$ cat src/rtl/ps2_pkg.sv
// ps2_pkg: shared prefix codes, frame states and scan-code type for the PS/2 receive path
package ps2_pkg;
    localparam logic [7:0] PS2_PREFIX_EXT = 8'hE0;
    localparam logic [7:0] PS2_PREFIX_BRK = 8'hF0;
    typedef enum logic [1:0] {IDLE, DATA, PARITY, STOP} ps2_frame_state_t;
    typedef logic [15:0] ps2_scan_t;
endpackage

$ cat src/rtl/ps2_frame_rx.sv
// ps2_frame_rx: synchronises and deglitches the PS/2 pins, then assembles 11-bit frames
import ps2_pkg::*;
module ps2_frame_rx #(
    parameter int FILTER_LEN     = 16,
    parameter int TIMEOUT_CYCLES = 100000
) (
    input  logic       i_clk,
    input  logic       i_rst_n,
    input  logic       i_ps2_clk,
    input  logic       i_ps2_dat,
    output logic       o_byte_valid,
    output logic [7:0] o_byte,
    output logic       o_err
);
    localparam int TW = $clog2(TIMEOUT_CYCLES);
    localparam logic [TW-1:0] TMO_LAST = TW'(TIMEOUT_CYCLES - 1);
    logic [1:0]            r_clk_sync, r_dat_sync;
    logic [FILTER_LEN-1:0] r_filt;
    logic                  r_fclk, r_strobe, r_perr;
    ps2_frame_state_t      r_state;
    logic [2:0]            r_bitcnt;
    logic [7:0]            r_sh;
    logic [TW-1:0]         r_tmo;
    logic                  w_dat;
    assign w_dat  = r_dat_sync[1];
    assign o_byte = r_sh;
    always_ff @(posedge i_clk or negedge i_rst_n) begin
        if (!i_rst_n) begin
            r_clk_sync <= '1;
            r_dat_sync <= '1;
            r_filt     <= '1;
            r_fclk     <= 1'b1;
            r_strobe   <= 1'b0;
        end else begin
            r_clk_sync <= {r_clk_sync[0], i_ps2_clk};
            r_dat_sync <= {r_dat_sync[0], i_ps2_dat};
            r_filt     <= {r_filt[FILTER_LEN-2:0], r_clk_sync[1]};
            r_fclk     <= &r_filt ? 1'b1 : ~|r_filt ? 1'b0 : r_fclk;
            r_strobe   <= r_fclk & ~|r_filt;
        end
    end
    // The timeout counts cycles since the last strobe; it only matters mid-frame.
    always_ff @(posedge i_clk or negedge i_rst_n) begin
        if (!i_rst_n) begin
            r_state      <= IDLE;
            r_bitcnt     <= '0;
            r_sh         <= '0;
            r_perr       <= 1'b0;
            r_tmo        <= '0;
            o_byte_valid <= 1'b0;
            o_err        <= 1'b0;
        end else begin
            o_byte_valid <= 1'b0;
            o_err        <= 1'b0;
            r_tmo        <= (r_strobe || r_state == IDLE) ? '0 : r_tmo + TW'(1);
            if (r_state != IDLE && !r_strobe && r_tmo == TMO_LAST) begin
                r_state <= IDLE;
                o_err   <= 1'b1;
            end else if (r_strobe) begin
                case (r_state)
                    IDLE: if (!w_dat) begin
                        r_state  <= DATA;
                        r_bitcnt <= '0;
                    end
                    DATA: begin
                        r_sh     <= {w_dat, r_sh[7:1]};
                        r_bitcnt <= r_bitcnt + 3'd1;
                        if (r_bitcnt == 3'd7) r_state <= PARITY;
                    end
                    PARITY: begin
                        r_perr  <= ~(^r_sh ^ w_dat);
                        r_state <= STOP;
                    end
                    STOP: begin
                        o_byte_valid <= w_dat & ~r_perr;
                        o_err        <= ~w_dat | r_perr;
                        r_state      <= IDLE;
                    end
                endcase
            end
        end
    end
endmodule

$ cat src/rtl/ps2_scan_controller.sv
// ps2_scan_controller: folds E0/F0 prefixes into make codes, queues them and presents the head as rdata/irq
import ps2_pkg::*;
module ps2_scan_controller #(
    parameter int FILTER_LEN     = 16,
    parameter int FIFO_DEPTH     = 8,
    parameter int TIMEOUT_CYCLES = 100000
) (
    input  logic                          CLOCK_50,
    input  logic                          reset,
    input  logic                          ps2_clk,
    input  logic                          ps2_dat,
    output logic [15:0]                   io_rdata,
    output logic                          io_irq,
    input  logic                          io_reset_irq,
    output logic [$clog2(FIFO_DEPTH):0]   fifo_count,
    output logic [7:0]                    drop_count,
    output logic                          frame_err
);
    localparam int AW = $clog2(FIFO_DEPTH);
    localparam int CW = AW + 1;
    logic          w_valid, w_err, w_push, w_full, w_pop, w_wr;
    logic [7:0]    w_byte;
    logic [AW-1:0] w_rp_n;
    logic [CW-1:0] w_cnt_n;
    ps2_scan_t     w_entry, w_head;
    logic          r_ext, r_brk;
    logic [AW-1:0] r_wp, r_rp;
    ps2_scan_t     r_mem [FIFO_DEPTH];
    ps2_frame_rx #(.FILTER_LEN(FILTER_LEN), .TIMEOUT_CYCLES(TIMEOUT_CYCLES)) u_rx (
        .i_clk(CLOCK_50), .i_rst_n(reset), .i_ps2_clk(ps2_clk), .i_ps2_dat(ps2_dat),
        .o_byte_valid(w_valid), .o_byte(w_byte), .o_err(w_err)
    );
    assign w_push  = w_valid && w_byte != PS2_PREFIX_EXT && w_byte != PS2_PREFIX_BRK && !r_brk;
    assign w_entry = {r_ext ? PS2_PREFIX_EXT : 8'h00, w_byte};
    assign w_full  = fifo_count == CW'(FIFO_DEPTH);
    assign w_pop   = io_reset_irq && fifo_count != '0;
    assign w_wr    = w_push && (!w_full || w_pop);
    assign w_rp_n  = r_rp + AW'(w_pop);
    assign w_cnt_n = fifo_count + CW'(w_wr) - CW'(w_pop);
    // A push into an otherwise-empty slot is forwarded so rdata is valid the next cycle.
    assign w_head  = w_cnt_n == '0 ? '0 : (w_wr && r_wp == w_rp_n) ? w_entry : r_mem[w_rp_n];
    always_ff @(posedge CLOCK_50) begin
        if (w_wr) r_mem[r_wp] <= w_entry;
    end
    always_ff @(posedge CLOCK_50 or negedge reset) begin
        if (!reset) begin
            r_ext      <= 1'b0;
            r_brk      <= 1'b0;
            r_wp       <= '0;
            r_rp       <= '0;
            fifo_count <= '0;
            drop_count <= '0;
            frame_err  <= 1'b0;
            io_rdata   <= '0;
            io_irq     <= 1'b0;
        end else begin
            if (w_valid) begin
                r_ext <= w_byte == PS2_PREFIX_EXT ? 1'b1 : w_byte == PS2_PREFIX_BRK ? r_ext : 1'b0;
                r_brk <= w_byte == PS2_PREFIX_BRK ? 1'b1 : w_byte == PS2_PREFIX_EXT ? r_brk : 1'b0;
            end
            if (w_wr) r_wp <= r_wp + AW'(1);
            if (w_push && w_full && !w_pop && drop_count != 8'hFF) drop_count <= drop_count + 8'd1;
            r_rp       <= w_rp_n;
            fifo_count <= w_cnt_n;
            frame_err  <= frame_err | w_err;
            io_rdata   <= w_head;
            io_irq     <= w_cnt_n != '0;
        end
    end
endmodule

$ cat config.mk
export PLATFORM = sky130hd
export DESIGN_NAME = ps2_scan_controller
export DESIGN_NICKNAME = d
export VERILOG_FILES = /design/src/rtl/ps2_pkg.sv /design/src/rtl/ps2_frame_rx.sv /design/src/rtl/ps2_scan_controller.sv
export SDC_FILE = /design/constraint.sdc
export NUM_CORES = 1
export LEC_CHECK = 0
export ABC_AREA = 1
export CAP_MARGIN = 15
export CELL_PAD_IN_SITES_DETAIL_PLACEMENT = 1
export CELL_PAD_IN_SITES_GLOBAL_PLACEMENT = 2
export CORE_ASPECT_RATIO = 1.1
export CORE_UTILIZATION = 41
export DETAILED_ROUTE_END_ITERATION = 10
export PLACE_DENSITY = 0.87
export SLEW_MARGIN = 20
export SYNTH_ARGS = -nofsm -noshare
export SYNTH_HDL_FRONTEND = slang
export SYNTH_SLANG_ARGS = --single-unit
$ cat constraint.sdc
create_clock -name CLOCK_50 -period 5.3 [get_ports CLOCK_50]
set_clock_uncertainty 0.15 [all_clocks]
set_input_delay 1.06 -clock CLOCK_50 [delete_from_list [all_inputs] [get_ports CLOCK_50]]
set_output_delay 1.06 -clock CLOCK_50 [all_outputs]
set_load 0.02 [all_outputs]
==> flow_summary.toml <==
[run_status]
status = "completed"

[floorplanning]
core-area_sq_mm = 0.0170
top_level_ports = 35
fp.dieH_um = 140
die-area_sq_mm = 0.0179
rows = 50
start_util_pct = 41.8
dieWidth_um = 128

[final_layout]
final_nets = 776
mostFrequentLayoutCell = "nand2_1"
fillers = 1921
drive_gt1_share_pct = 11.3
mostFrequentLayoutCells = "225 x nand2_1, 72 x edfxtp_1, 66 x nand3_1"
areaGrowthSynthToFinish_pct = 14.5
diodes = 0
final_cells = 996

[worst_setup_path]
crit_top_cell = "nand2_1"
path_delay_family = "simple AND/OR/NAND/NOR gates"
worstPathArrival_ns = 3.96
reg2regPathDepth = 15
max_stage_delay_ns = 0.59
cp.buffers_inverters = 1
rr_startpoint = "u_rx.o_byte[2]"
end_kind = "register"
cp.required_ns = 5.46
worst_path_max_delay_cell = "dfrtp_1"
worstPathMaxFanout = 15
reg2reg_to = "io_rdata[1]"
rrSetupSlack_ns = 1.50
critical_path_class = "reg -> reg"
setup.worst_path.start_class = "register"
path_cells = "inv_1, ha_1, nand2_1, nor2_1, nor2_1, nand2_2, nor2_2, nand2_1, nand2_1, ha_1, fa_1, nor3_1, nand3_2, nand2_1, nor2_1"

[clock_tree]
cts-hold-fix-buffers = 0
numCtsBuffers = 17
clk_latency_ns = 0.42
path_clk_slew_ns = 0.06
cts_resized = 0
cts_max_level = 4
clock_sinks = 158
postCtsSetupRepairBufs = 0
clk_path_buf_depth = 2
root_buffer = "clkbuf_16"
cts_tree = "yes"

[placement]
hpwl_um = 11600
gp_congestion = 0.786
placed_cells = 964
numPortBuffers = 29

[synth]
synthSimpleGateAreaFrac_pct = 25.1
syn_inst = 716
yosysWarnings = 0
synth-seq-cells = 158
synthAdderAreaFrac_pct = 3.98
netlist_area_sq_mm = 0.00711
syn-mean-instance-area_sq_um = 9.93
synth_area_leader_cell = "edfxtp_1"
synthXorXnorAreaFrac_pct = 1.73
synth_compound_area_share_pct = 2.66
synth_edf_count = 72
async_flop_share_pct = 54.4
synth-main-ff-cell = "edfxtp_1"
ys_seq_area_share_pct = 61.1
muxShareOfSynthArea_pct = 0
synth_cell_type_count = 40
synth_top_family_by_area = "simple AND/OR/NAND/NOR gates"
netlist.area_leader.share_pct = 30.4
ys_top_cells_by_area = "edfxtp_1 30%, dfrtp_1 23%, nand2_1 12%"

[grt]
overflow = 0
grt_first_pass_wirelength_um = 27700
grt_usage_pct = 20.4
grt_start_max_net_pins = 53
antenna_found_initial = 0
grt_pass1_vias = 5382

[timing]
min_period_ns = 3.80
slew_headroom_pct = 25.3
fmax_mhz = 263
period_share_pct = 71.7
tns_ns = 0
rsz0062_at_grt = "false"
finalHoldViolCount = 0
slew_viol_final = 0
setup_viol = 0
worst_pin_slew_ns = 1.12

[pwr]
peakVddDrop_mv = 0.260
p_leak_nw = 3.56
powerDensity_mw_per_mm2 = 463

[run]
drv_cap = 0

[hold_path]
worstHoldEndpoint = "u_rx.r_filt[0]"
hold_depth = 0
worstHoldPathType = "reg -> reg"
hp-start = "u_rx.r_clk_sync[1]"

[route]
drc_errors = 0
avgRoutedWirePerCell_um = 16.7
dr.pass1.iters = 6
ant_nets = 0
vias = 4954
wirelength_um = 16600
drt_iter0_markers = 277
via_per_inst = 4.97
[registers in the layout, indices dropped and copies added, names as in the netlist, 4 cells and up]
| name | cells |
|---|---|
| fifo_count | 4 |
| u_rx.r_tmo | 17 |
| u_rx.r_filt | 16 |
| r_mem | 72 |
| io_rdata | 9 |
| u_rx.o_byte | 8 |
| drop_count | 8 |
[metrics by stage]
step	worst slack, ns	area, sq um	utilization [%]	hold WS (ns)	power (mW)
5_1_grt	1.15	8140	47.8	0.208	4.00
6_report	1.50	8140	47.8	0.205	3.77
3_5_place_dp	1.31	7590	44.6	0.197	2.66
3_3_place_gp	1.47	7590	44.6	0.196	2.61
4_1_cts	1.52	8140	47.8	0.206	3.82
2_1_floorplan	2.16	7120	-	0.195	2.24
[power breakdown]
part / switching (mW) / leakage [nW] / internal [mW] / total [mW]
registers: 0.0400 / 1.92 / 1.36 / 1.40
clock network: 0.475 / 0.272 / 0.667 / 1.14
logic: 0.833 / 1.37 / 0.394 / 1.23
total: 1.35 / 3.56 / 2.42 / 3.77
[worst reg2reg max path, cell delays in order, from the launching register on]
cell and delay (ns):
dfrtp_1 0.59, inv_1 0.17, ha_1 0.24, nand2_1 0.09, nor2_1 0.08, nor2_1 0.15
nand2_2 0.12, nor2_2 0.48, nand2_1 0.10, nand2_1 0.09, ha_1 0.19, fa_1 0.45
nor3_1 0.32, nand3_2 0.25, nand2_1 0.15, nor2_1 0.06
[final cells by class]
class	instances	area (sq um)	area share, %
clock inverters	12	96.3	1.18
multi-input cells	475	2400	29.4
repair buffers	32	310	3.81
inverters	65	246	3.03
flip-flops and latches	158	4340	53.3
well taps	234	293	3.60
clock buffers	20	458	5.63
[cell usage after synthesis, types with 7 or more instances]
library cell and number:
dfstp_2 21, edfxtp_1 72, buf_4 7, dfrtp_1 65
nand4_1 7, o21ai_0 19, nand3_1 66, xor2_1 11
inv_1 60, nor2_1 64, a21oi_1 9, ha_1 21
nand2_1 225
[logic make-up (layout without fill, tap and decap cells)]
| group | count (synthesis) | count (layout) |
|---|---|---|
| AND/OR/NAND/NOR | 399 | 399 |
| flip-flops | 158 | 158 |
| buffers and inverters | 87 | 129 |
| AO/OA/AOI/OAI | 35 | 35 |
| adder cells (fa/ha/maj) | 22 | 22 |
| XOR/XNOR | 14 | 14 |
| other | 1 | 5 |
[worst max-delay path by stage]
stage / startpoint / endpoint / slack [ns] / depth (start not counted)
final: u_rx.o_byte[2] / io_rdata[1] / 1.50 / 15
after detailed placement: io_reset_irq / io_rdata[14] / 1.31 / 11
after floorplan: io_reset_irq / io_rdata[0] / 2.16 / 12
after global placement: io_reset_irq / io_rdata[3] / 1.47 / 11
after CTS: u_rx.o_byte[2] / io_rdata[1] / 1.52 / 15
after global routing: u_rx.o_byte[1] / io_rdata[3] / 1.15 / 15
[metal layers]
metal  track usage, %  vias up  part of all wire [%]
met5                0        -                     0
li1                 -     2386                     -
met1             23.9     2486                    42
met3             3.51       30                   2.2
met2             36.9       52                    53
met4             8.27        0                   2.5
(Power assumes the default switching activity.)
